<file path="src/rtl/piso_serializer_if.sv">
// Load handshake and serial-link bundle for piso_serializer.
// The master drives words in and watches the serial side; the slave is the serializer.
interface piso_serializer_if #(
    parameter int WIDTH = 8
);
    logic             load_valid;
    logic             load_ready;
    logic [WIDTH-1:0] load_data;
    logic             sd;
    logic             sd_valid;
    logic             frame;
    logic             busy;

    modport master (
        output load_valid, load_data,
        input  load_ready, sd, sd_valid, frame, busy
    );

    modport slave (
        input  load_valid, load_data,
        output load_ready, sd, sd_valid, frame, busy
    );
endinterface

</file>
<file path="src/rtl/piso_serializer.sv">
// Parallel-in serial-out transmitter: LSB first, frame marks bit 0, optional even parity.
// Define PISO_PARITY_EN to append one even-parity bit after every word.
module piso_serializer #(
    parameter int WIDTH = 8
) (
    input logic               clk,
    input logic               reset,
    piso_serializer_if.slave  bus
);

    localparam int CW = (WIDTH > 1) ? $clog2(WIDTH) : 1;
    localparam logic [CW-1:0] LAST = CW'(WIDTH - 1);

`ifdef PISO_PARITY_EN
    typedef enum logic [1:0] {IDLE, SHIFT, PARITY} state_t;
`else
    typedef enum logic [1:0] {IDLE, SHIFT} state_t;
`endif

    state_t           state;
    logic [WIDTH-1:0] sr;
    logic [CW-1:0]    cnt;
`ifdef PISO_PARITY_EN
    logic             par;
`endif
    logic             sd_q;
    logic             sd_valid_q;
    logic             frame_q;
    logic             last_bit;
    logic             accept;

    assign last_bit = (state == SHIFT) && (cnt == LAST);

    // Ready opens on the final transmit cycle so back-to-back words leave no gap.
`ifdef PISO_PARITY_EN
    assign bus.load_ready = (state == IDLE) || (state == PARITY);
`else
    assign bus.load_ready = (state == IDLE) || last_bit;
`endif

    assign accept       = bus.load_valid && bus.load_ready;
    assign bus.busy     = (state != IDLE);
    assign bus.sd       = sd_q;
    assign bus.sd_valid = sd_valid_q;
    assign bus.frame    = frame_q;

    // Outputs lag the state by one cycle: each edge presents the bit the state selected.
    always_ff @(posedge clk or negedge reset) begin
        if (!reset) begin
            state      <= IDLE;
            sr         <= '0;
            cnt        <= '0;
`ifdef PISO_PARITY_EN
            par        <= 1'b0;
`endif
            sd_q       <= 1'b0;
            sd_valid_q <= 1'b0;
            frame_q    <= 1'b0;
        end else begin
            case (state)
                SHIFT: begin
                    sd_q       <= sr[cnt];
                    sd_valid_q <= 1'b1;
                    frame_q    <= (cnt == '0);
                end
`ifdef PISO_PARITY_EN
                PARITY: begin
                    sd_q       <= par;
                    sd_valid_q <= 1'b1;
                    frame_q    <= 1'b0;
                end
`endif
                default: begin
                    sd_q       <= 1'b0;
                    sd_valid_q <= 1'b0;
                    frame_q    <= 1'b0;
                end
            endcase

            if (accept) begin
                sr    <= bus.load_data;
                cnt   <= '0;
`ifdef PISO_PARITY_EN
                par   <= ^bus.load_data;
`endif
                state <= SHIFT;
            end else begin
                case (state)
                    SHIFT: begin
                        if (last_bit) begin
`ifdef PISO_PARITY_EN
                            state <= PARITY;
`else
                            state <= IDLE;
`endif
                        end else begin
                            cnt <= cnt + 1'b1;
                        end
                    end
`ifdef PISO_PARITY_EN
                    PARITY: state <= IDLE;
`endif
                    default: state <= IDLE;
                endcase
            end
        end
    end

endmodule
</file>
<file path="src/flat_wrapper.sv">
// flat-port wrapper written by rule: the top's interface ports become plain ports
module piso_serializer_flat 
#(
    parameter int WIDTH = 8
)
  (clk, reset, bus_load_valid, bus_load_data, bus_load_ready, bus_sd, bus_sd_valid, bus_frame, bus_busy);
  piso_serializer_if #(.WIDTH(WIDTH)) bus_i ();
  input logic clk;
  input logic reset;
  input wire logic [$bits(bus_i.load_valid)-1:0] bus_load_valid;
  input wire logic [$bits(bus_i.load_data)-1:0] bus_load_data;
  output wire logic [$bits(bus_i.load_ready)-1:0] bus_load_ready;
  output wire logic [$bits(bus_i.sd)-1:0] bus_sd;
  output wire logic [$bits(bus_i.sd_valid)-1:0] bus_sd_valid;
  output wire logic [$bits(bus_i.frame)-1:0] bus_frame;
  output wire logic [$bits(bus_i.busy)-1:0] bus_busy;
  assign bus_i.load_valid = bus_load_valid;
  assign bus_i.load_data = bus_load_data;
  assign bus_load_ready = bus_i.load_ready;
  assign bus_sd = bus_i.sd;
  assign bus_sd_valid = bus_i.sd_valid;
  assign bus_frame = bus_i.frame;
  assign bus_busy = bus_i.busy;
  piso_serializer #(.WIDTH(WIDTH)) u_core (.clk(clk), .reset(reset), .bus(bus_i));
endmodule
</file>
<file path="config.mk">
export PLATFORM = sky130hd
export DESIGN_NAME = piso_serializer_flat
export DESIGN_NICKNAME = d
export VERILOG_FILES = /design/src/rtl/piso_serializer_if.sv /design/src/rtl/piso_serializer.sv /design/src/flat_wrapper.sv
export SDC_FILE = /design/constraint.sdc
export NUM_CORES = 1
export LEC_CHECK = 0
export CORE_MARGIN = 5
export CORE_UTILIZATION = 35
export CTS_CLUSTER_SIZE = 16
export DETAILED_ROUTE_END_ITERATION = 16
export PLACE_DENSITY = 0.61
export SLEW_MARGIN = 20
export SYNTH_ARGS = -nofsm -noshare
export SYNTH_HDL_FRONTEND = slang
export SYNTH_SLANG_ARGS = --single-unit
</file>
<file path="constraint.sdc">
create_clock -name clk -period 3.1 [get_ports clk]
set_clock_uncertainty 0.1 [all_clocks]
set_input_delay 0.62 -clock clk [delete_from_list [all_inputs] [get_ports clk]]
set_output_delay 0.62 -clock clk [all_outputs]
set_load 0.005 [all_outputs]
</file>
==> results of run 1 <==
## cells by family (layout without fill, tap and decap cells)
| family | count (synthesis) | in the layout | share of synthesized area (%) |
|---|---|---|---|
| simple gates | 9 | 9 | 7.456 |
| flops | 15 | 15 | 57.36 |
| fa+ha+maj | 3 | 3 | 5.737 |
| mux | 11 | 11 | 23.33 |
| compound gates | 3 | 3 | 2.677 |
| buf+inv | 5 | 23 | 3.441 |
## worst max-delay path by stage
stage	startpoint	to	slack [ps]	cells past startpoint
floorplan	u_core.cnt[0]	bus_load_ready	1320	4
global placement	u_core.cnt[0]	bus_load_ready	830	4
detailed placement	u_core.cnt[0]	bus_load_ready	800	4
CTS	u_core.cnt[0]	bus_load_ready	490	4
global route	u_core.cnt[0]	bus_load_ready	360	4
finish	u_core.cnt[0]	bus_load_ready	490	4
## cell type report
cell class	instances	area, sq um
Timing Repair Buffer	15	150.1
Multi-Input combinational cell	26	256.5
Sequential cell	15	375.4
Fill cell	171	890.9
Tap cell	25	31.28
Inverter	4	15.01
Clock buffer	4	26.28
## state kept, by name, indices dropped and copies added (netlist names)
signal,flops
u_core.state,1
u_core.bus.sd,1
u_core.bus.frame,1
u_core.cnt,3
u_core.bus.sd_valid,1
u_core.sr,8
## layout by cell type, fill, tap and decap left out
cell type,netlist,routed
ha_1,3,3
nand3b_1,2,2
nor2_1,1,1
dfrtp_1,15,15
clkbuf_4,0,3
nand2b_1,2,2
nand2_2,1,1
o21ai_0,2,2
clkdlybuf4s50_1,0,15
inv_1,4,4
clkbuf_1,0,1
a21boi_1,1,1
mux2i_1,1,1
mux2_2,8,8
mux4_1,2,2
nand2_1,3,3
## power breakdown
part	internal [mW]	leakage, nW	switching [mW]	total, mW
sequential	0.290	0.176	0.0601	0.351
clock	0.0498	0.0150	0.0567	0.106
combinational	0.187	0.191	0.110	0.297
## stage by stage
stage | hold slack [ps] | instances | utilization, % | instance area [sq um]
after floorplan | 224.4 | 46 | - | 654.4
after global placement | 351.2 | 85 | 47.46 | 828.3
after detailed placement | 344.3 | 85 | 47.46 | 828.3
after CTS | 369.0 | 89 | 48.96 | 854.6
after global routing | 397.0 | 89 | 48.96 | 854.6
final | 358.2 | 89 | 48.96 | 854.6
## synthesized netlist by cell type
cell	count	area, sq um
inv_1	4	15.01
nand3b_1	2	15.01
mux4_1	2	52.55
mux2i_1	1	10.01
buf_4	1	7.510
nand2_2	1	6.260
ha_1	3	37.54
nand2b_1	2	12.51
mux2_2	8	90.09
a21boi_1	1	7.510
nor2_1	1	3.750
dfrtp_1	15	375.4
nand2_1	3	11.26
o21ai_0	2	10.01
## routing by layer
metal	vias to the layer above	GRT usage [%]	part of all wire, %
li1	197	-	-
met1	188	10.53	44
met2	13	14.29	48
met3	2	3.944	7.5
met4	0	7.234	1.1
met5	-	0	0
==> run metrics, run 1 <==
initial antenna violation count=0; Hold Crit Class=flip-flop to flip-flop; final cycle utilization of the critical path=~84%; Fmax=around 380 MHz; Synth Warn #=0; first-pass GRT wire length=roughly 1.9 mm; grt total ovfl=0; RSZ-0062 raised after global routing=no; Worst Path Arrival=1890 ps; Worst path max stage delay=510 ps; reg-to-reg slack, setup=1180 ps; count of final setup violators=0; Crit Path Class=flip-flop to primary output; critical path buffer and inverter count=1; setup TNS=0 ps; fin crit period=2615 ps; HP Start=u_core.state[0]; Worst Max-Slew Pin Slew=648.6 ps; slowest library cell on the worst path=clkdlybuf4s50_1; Reg clk slew, reported paths=80 ps; CP required=2380 ps; Crit path top cell by count=ha_1; delay-heaviest family, CP=buffers and inverters; vias in the first global route=424; WL per Instance=11.98 microns; Die Footprint=2835 sq um; Max Cap Viol=0; Initial Utilization=37.49%; Area growth, synth to finish=30.59%; reg2reg path depth=5; DR vias/cell=4.494; drt total wl=between 1 and 1.5 mm; H-tree depth=1; register area share after synthesis=57.36%; Peak VDD IR=0.4074 mV; CP startpoint kind=flip-flop; diode count=0; Min-Delay Endpoint=u_core.bus.sd_valid; setup bufs post-CTS=0; critical path endpoint category=primary output; largest net degree at the start of global routing=16; DRC Markers=0; Cells on Worst Hold Path=0; hold_buf cts=0; port bufs=15; num ports=16; Synth cell types=14; syn nets=60; CTS root buffer=clkbuf_4; clock sinks=15; total CTS buffers=3; Gate Count Post-Synth=46; Core ar.=1745 sq um; RePlAce Congestion=0.8121; post-place setup slack=~800 ps; crit path cell chain=ha_1 > ha_1 > nand2b_1 > clkdlybuf4s50_1; Clock Latency Late Sink=270 ps; Synth Register Bits=15; Global Route Usage Sum=a little under a tenth; Critical R2R Launch=u_core.cnt[0]; CTS tree=done; reg2reg end=u_core.sr[3]; pwr/cell area=882.4 nW/um^2; DP HPWL=slightly above 800 microns; layout cells sized above 1=18.75%; Die X=around 53 microns; total power draw=0.7541 mW; cell row count=15; initial drt markers=1; Initial DRT Pass Iterations=2; Detail Route Antenna Nets=0; nets@finish=approximately 80; status=completed; setup ws final=between 400 and 500 ps; Clock Path Buffers=2; final hold vios=0; Leak=0.3818 nW; Avg Synthesized Cell Area=14.23 sq um; Max transition margin=56.63%; Critical Path Fanout Max=8; total number of vias=400; Slew Viols, Final=0; height of the die=53.24 microns; Post-CTS Resized=0; Mapped Area=654.4 sq um
No activity file was read; power rests on OpenSTA's default activity.
==> run 2, diff against run 1 <==
clock period = 2.6 ns   (was 3.1 ns; I/O delays follow)
==> run metrics, run 2 (same netlist as run 1, synthesis figures left out) <==
DRC Markers=0 (unchanged); Leak=0.3840 nW (+0.58%); Hold Crit Class=flip-flop to flip-flop; diode count=0 (unchanged); Core ar.=1745 sq um (unchanged); biggest regs=u_core.sr (8), u_core.cnt (3); DP HPWL=771.3 microns (-4.7%); Clock Latency Late Sink=270 ps (about the same); total number of vias=408 (+2.0%); clock sinks=15 (unchanged); Initial Utilization=37.49% (unchanged); first-pass GRT wire length=1.780 mm (-4.1%); Reg clk slew, reported paths=90 ps (about the same); Slew Viols, Final=0 (unchanged); Crit path top cell by count=ha_1; Fmax=407.5 MHz; sequential cell area=375.4 sq um (unchanged); vias in the first global route=424 (unchanged); final cycle utilization of the critical path=between 90% and 100%; Critical Path Fanout Max=8 (unchanged); Max transition margin=56.51% (-0.12 points); count of final setup violators=0 (unchanged); CP required=1980 ps (-400 ps); CTS tree=done; Filler cells=159 (-7.0%); critical path endpoint category=primary output; CTS root buffer=clkbuf_4; Crit Path Class=flip-flop to primary output; H-tree depth=1 (unchanged); Post-CTS Resized=0 (unchanged); Die Footprint=2835 sq um (unchanged); crit path cell chain=ha_1 > ha_1 > nand2b_2 > clkdlybuf4s50_1; height of the die=53.24 microns (unchanged); Max Cap Viol=0 (unchanged); drt total wl=1.022 mm (-4.1%); Peak VDD IR=0.4448 mV (+9.2%); Largest Register=u_core.sr; most frequent cells in the layout=clkdlybuf4s50_1, dfrtp_1, mux2_2; nets@finish=79 (unchanged); DR vias/cell=4.584 (+2.0%); Worst path max stage delay=470 ps (-40 ps); pwr/cell area=1042 nW/um^2 (+18%); WL per Instance=11.48 microns (-4.1%); GR met3 Demand/Resource=3.380% (-0.56 points); total CTS buffers=3 (unchanged); status=completed; Die X=53.24 microns (unchanged); setup TNS=0 ps (unchanged); Clock Path Buffers=2 (unchanged); port bufs=15 (unchanged); total power draw=0.8940 mW (+19%); fin crit period=about 2500 ps; hold_buf cts=0 (unchanged); RSZ-0062 raised after global routing=no; Worst Max-Slew Pin Slew=650.3 ps (+1.754 ps); num ports=16 (unchanged); Worst Path Arrival=1830 ps (-60 ps); RePlAce Congestion=0.8131 (+0.12%); initial antenna violation count=0 (unchanged); Most Crowded Layer GR=met2; Multi-input gate area=259.0 sq um (+0.98%); Area growth, synth to finish=31.17%; layout cells sized above 1=21.88% (+3.1 points); Global Route Usage Sum=9.102% (-0.41 points); Largest register FFs=8 (unchanged); setup bufs post-CTS=0 (unchanged); grt total ovfl=0 (unchanged); largest net degree at the start of global routing=16 (unchanged); met2 Use GR=13.67% (-0.61 points); Initial DRT Pass Iterations=2 (unchanged); cell row count=15 (unchanged); slowest library cell on the worst path=dfrtp_1; final hold vios=0 (unchanged); met1 usage=10.53% (unchanged); Detail Route Antenna Nets=0 (unchanged); initial drt markers=3 (+2); CP startpoint kind=flip-flop
[run 2: cell count changes in the layout (fill, tap and decap cells not counted)]
cell,change
clkbuf_1,-1
clkinv_2,+1
nand2b_1,-1
nand2b_2,+1
[run 2: critical path, delay by kind of cell, from the launching register on]
kind / cells / cell delay [ps]
flip-flops: 1 / 470
buffers and inverters: 1 / 470
adder cells (fa/ha/maj): 2 / 390
AND/OR/NAND/NOR: 1 / 230
[run 2: through the flow]
step	util, %	cell area, sq um	hold WS, ps	std cells	setup WS (ps)
CTS	49.03	855.8	358.3	89	89.80
global route	49.18	858.3	406.9	89	64.79
global placement	47.46	828.3	353.0	85	426.9
finish	49.18	858.3	369.7	89	146.1
detailed placement	47.46	828.3	344.8	85	408.6
floorplan	-	654.4	124.4	46	834.2
[run 2: area by class of cell]
| class | count | share of cell area [%] |
|---|---|---|
| Sequential cell | 15 | 43.73 |
| Multi-Input combinational cell | 26 | 30.17 |
| Timing Repair Buffer | 15 | 17.49 |
| Tap cell | 25 | 3.644 |
| Clock buffer | 3 | 2.624 |
| Inverter | 4 | 1.749 |
| Clock inverter | 1 | 0.5831 |
[run 2: worst paths after layout]
path	from	to	slack, ps	cells after the start
min reg2reg	u_core.state[0]	u_core.bus.sd_valid	370	0
min in group asynchronous	reset	u_core.bus.sd_valid	540	1
max reg2reg	u_core.cnt[0]	u_core.sr[5]	740	5
max	u_core.cnt[0]	bus_load_ready	150	4
min	u_core.state[0]	u_core.bus.sd_valid	370	0
max in group asynchronous	reset	u_core.cnt[2]	1440	1
[run 2: metal layers]
layer / vias up / part of all wire [%]
met5: - / 0
met4: 0 / 1.2
met3: 2 / 9.9
met2: 13 / 47
met1: 194 / 41
li1: 199 / -
[run 2: report_power, final]
part / internal, mW / switching [mW] / total (mW)
Clock: 0.0569 / 0.0688 / 0.126
Combinational: 0.224 / 0.126 / 0.350
Sequential: 0.346 / 0.0724 / 0.419
==> RTL edit 1, RTL diff (settings of run 2) <==
The option `PISO_PARITY_EN` is turned on by a define.
--- a/src/rtl/piso_serializer.sv
+++ b/src/rtl/piso_serializer.sv
@@ -1,5 +1,7 @@
 // Parallel-in serial-out transmitter: LSB first, frame marks bit 0, optional even parity.
 // Define PISO_PARITY_EN to append one even-parity bit after every word.
+`define PISO_PARITY_EN
+
 module piso_serializer #(
     parameter int WIDTH = 8
 ) (
Behaviour: not the same (a bounded check fails within 10 cycles, from zero or initial values and one cycle with reset low).
==> RTL edit 1 against run 2 <==
- final area rose by 29%
- sequential cell count rose by 2
- largest power group unchanged
- combinational power rose by 21%
- power rose by 13%
- clock power rose by 13%
- fmax rose by 3.9%
- first-iteration DRC count fell by 33%
- routed wire length rose by 45%
- setup slack improved by 93 ps
- synthesized area rose by 37%
- sequential share of layout area fell by 5.2 points
==> RTL edit 1: results (changes against run 2) <==
* Post-synthesis mux area share at 18.7% (-4.6 points)
* Hold path start: u_core.sr[6]
* Pin count of the biggest net entering global routing at 18 (+2)
* Post-DP HPWL at 1.16 mm (+51%)
* Post-Synth XOR/XNOR Area at 6.84% (+6.8 points)
* Multi-input logic portion of the cell area at 40.2% (+10 points)
* Adder-cell share of the synthesized area at 9.78% (+4.0 points)
* Mapped Nets at 87 (+45%)
* Signal inverters at 5 (+1)
* Non-clk buf share at 13.6% (-3.9 points)
* Final wirelength at 1.48 mm (+45%)
* Top flop regs: u_core.sr x8, u_core.cnt x3, u_core.state x2
* Hold depth at 1 (+1)
* Layout cells sized above 1 at 19.5% (-2.3 points)
* Netlist cell types at 24 (+10)
* Max stage delay cell, worst path: clkdlybuf4s50_1
* WP data arrival at 1740 ps (-90 ps)
* Synth area leaders: dfrtp_1 (47%), ha_1 (9.8%), mux2_2 (8.8%)
* Flop2flop setup slack at 460 ps (-280 ps)
* Peak VDD IR at 0.000484 V (+8.9%)
* Logic power comb at 425 µW (+21%)
* Vias in the first global route at 566 (+33%)
* LEAKAGE at 0.000490 µW (+27%)
* DRT Pass-1 Iters at 4 (+2)
* Critical Path Fanout Max at 4 (-4)
* Filler Cell Count at 249 (+57%)
* Status: completed
* Clk_lat worst skew at 290 ps (+20 ps)
* DRT iter0 DRCs at 2 (-1)
* Synth cell count leaders: dfrtp_1 (17), ha_1 (7), mux2_2 (7), xnor2_1 (7)
* ClkCell Share at 2.49% (-0.71 points)
* Total Routing Usage GR at 9.59% (+0.49 points)
* R2r startpoint: u_core.state[0]
* Reg2reg end: u_core.cnt[0]
* First-pass GRT wire length at 2.57 mm (+45%)
* Switching portion of total power at 31.0% (+1.2 points)
* Worst Tran Pin Value at 1010 ps (+357 ps)
* Sequential cell area at 425 µm² (+13%)
* Seq/Total Area, Yosys at 47.5% (-9.9 points)
* Via count at 561 (+38%)
* RePlAce Congestion at 0.693 (-15%)
* Comb_multi_in at 46 (+77%)
* # Post-CTS Setup Buffers at 0 (unchanged)
* Nets at 106 (+34%)
* Clk sink count at 17 (+2)
* Compound-cell area share of the yosys netlist at 6.70% (+4.0 points)
* Hold Path Sink: u_core.sr[6]
* Slowest stage delay, CP at 450 ps (-20 ps)
RTL edit 1: worst max-delay path, delay by kind of cell, from the launching register on:
family | cells | cell delay, ps
flip-flops | 1 | 400
adder cells (fa/ha/maj) | 1 | 230
buffers and inverters | 2 | 530
AND/OR/NAND/NOR | 1 | 300
RTL edit 1: metal layers:
metal	vias up	share of wire (%)	GRT usage, %	routed length, µm
li1	279	-	-	-
met5	-	0	0	0
met4	0	0.81	1.86	12
met2	15	46	13.7	676
met1	265	48	13.8	703
met3	2	5.9	3.83	87
RTL edit 1: logic make-up (layout without fill, tap and decap cells):
family,after synthesis,count (layout)
adder cells (fa/ha/maj),7,7
buffers and inverters,6,24
multiplexers,13,13
XOR/XNOR,7,7
AND/OR/NAND/NOR,11,11
flip-flops,17,17
AO/OA/AOI/OAI,8,8
RTL edit 1: worst max-delay path by stage:
stage	startpoint	endpoint	slack, ps	cells after the start
after floorplan	u_core.state[0]	u_core.sr[1]	980	5
after global placement	bus_load_valid	u_core.cnt[0]	450	4
after detailed placement	bus_load_valid	u_core.cnt[0]	440	4
after CTS	u_core.state[0]	bus_load_ready	220	4
after global routing	u_core.state[0]	bus_load_ready	170	4
final	u_core.state[0]	bus_load_ready	240	4
RTL edit 1: metrics by stage:
| step | std cells | power [µW] | setup WS, ps | hold slack, ps | instance area, µm² |
|---|---|---|---|---|---|
| after floorplan | 69 | 729 | 976 | 124 | 896 |
| after global placement | 113 | 875 | 454 | 371 | 1080 |
| after detailed placement | 113 | 880 | 442 | 377 | 1080 |
| after CTS | 117 | 1030 | 225 | 403 | 1100 |
| after global routing | 117 | 1090 | 171 | 430 | 1100 |
| final | 117 | 1010 | 239 | 399 | 1100 |
==> RTL edit 2, RTL diff (flow settings as in run 2) <==
Without the edit above. Make the reset (`reset`) synchronous in one clocked block.
--- a/src/rtl/piso_serializer.sv
+++ b/src/rtl/piso_serializer.sv
@@ -45,7 +45,7 @@
     assign bus.frame    = frame_q;
 
     // Outputs lag the state by one cycle: each edge presents the bit the state selected.
-    always_ff @(posedge clk or negedge reset) begin
+    always_ff @(posedge clk) begin
         if (!reset) begin
             state      <= IDLE;
             sr         <= '0;
Function: differs if reset is asserted again (counterexample within 4 cycles, from zero or initial values and one cycle with reset low); with reset held inactive, the same outputs for 10 cycles.
==> RTL edit 2 against run 2 <==
- sequential cell count did not move
- first-iteration DRC count rose to 3.3 times the old value
- final area rose by 1.2%
- routed wire length rose by 44%
- synthesized area rose by 0.96%
- setup slack improved by 22 ps
Power is not compared: it rests on default switching activity, and its combinational part moved more than twofold at a synthesized area within 25%.
==> RTL edit 2: results (changes against run 2) <==
* GRT met3 Usage at 3.66% (+0.28 points)
* Status: completed
* Signal inverters at 5 (+1)
* Total Routing Usage GR at 12.5% (+3.4 points)
* Delay-heaviest family, CP: buffers and inverters
* Met1 wire length at 725 µm (+71%)
* Ys flop type: dfxtp_1
* DRT iter0 DRCs at 10 (+7)
* Layout cells sized above 1 at 8.99% (-13 points)
* Seq/Total Area, Yosys at 45.5% (-12 points)
* Synth cell count leaders: dfxtp_1 (15), a21boi_0 (11), nand3_1 (10), o21ai_0 (8), inv_1 (5)
* ClkCell Share at 3.17% (-0.037 points)
* Final wirelength at 1.47 mm (+44%)
* Wire length on met2 at 669 µm (+38%)
* Multi-input logic portion of the cell area at 36.6% (+6.4 points)
* Post-DP HPWL at 1.01 mm (+31%)
* Comb_multi_in at 47 (+81%)
* Hold depth at 2 (+2)
* Mapped Nets at 86 (+43%)
* RePlAce Congestion at 0.735 (-9.6%)
* Netlist cell types at 17 (+3)
* Placed Cells incl. Taps at 110 (+29%)
* Filler Cell Count at 189 (+19%)
* Max stage delay cell, worst path: clkdlybuf4s50_1
* Mean Syn Cell Area at 9.18 µm² (-36%)
* Sequential cell area at 300 µm² (-20%)
* M1 GR Usage at 15.7% (+5.1 points)
* Vias in the first global route at 523 (+23%)
* WL met3 at 65 µm (-36%)
* Via-to-Cell Ratio at 5.04 (+9.8%)
* Non-clk buf share at 19.9% (+2.4 points)
* Post-synth ARST share at 0% (-100 points)
* Critical Path Fanout Max at 13 (+5)
* Buffers, non-clock at 18 (+3)
* Synthesis-to-finish area growth at 31.4%
-- RTL edit 2: cell count changes after synthesis, sizes merged, moves of 3 or more --
cell    change
a21boi     +10
nand3      +10
nor2b       +3
mux2        -8
buf         +3
dfrtp      -15
o21ai       +6
dfxtp      +15
-- RTL edit 2: logic make-up (layout without fill, tap and decap cells) --
kind of cell	after synthesis	count (layout)	share of synthesized area (%)
flip-flops	15	15	45.5
buffers and inverters	10	27	6.44
AO/OA/AOI/OAI	22	22	22.3
AND/OR/NAND/NOR	21	21	16.1
multiplexers	1	1	3.98
adder cells (fa/ha/maj)	3	3	5.68
-- RTL edit 2: final timing paths --
kind	startpoint	end	slack, ps
max	u_core.cnt[0]	bus_load_ready	170
min	u_core.sr[3]	u_core.sr[3]	390
max reg2reg	u_core.cnt[0]	u_core.sr[6]	1030
min reg2reg	u_core.sr[3]	u_core.sr[3]	390
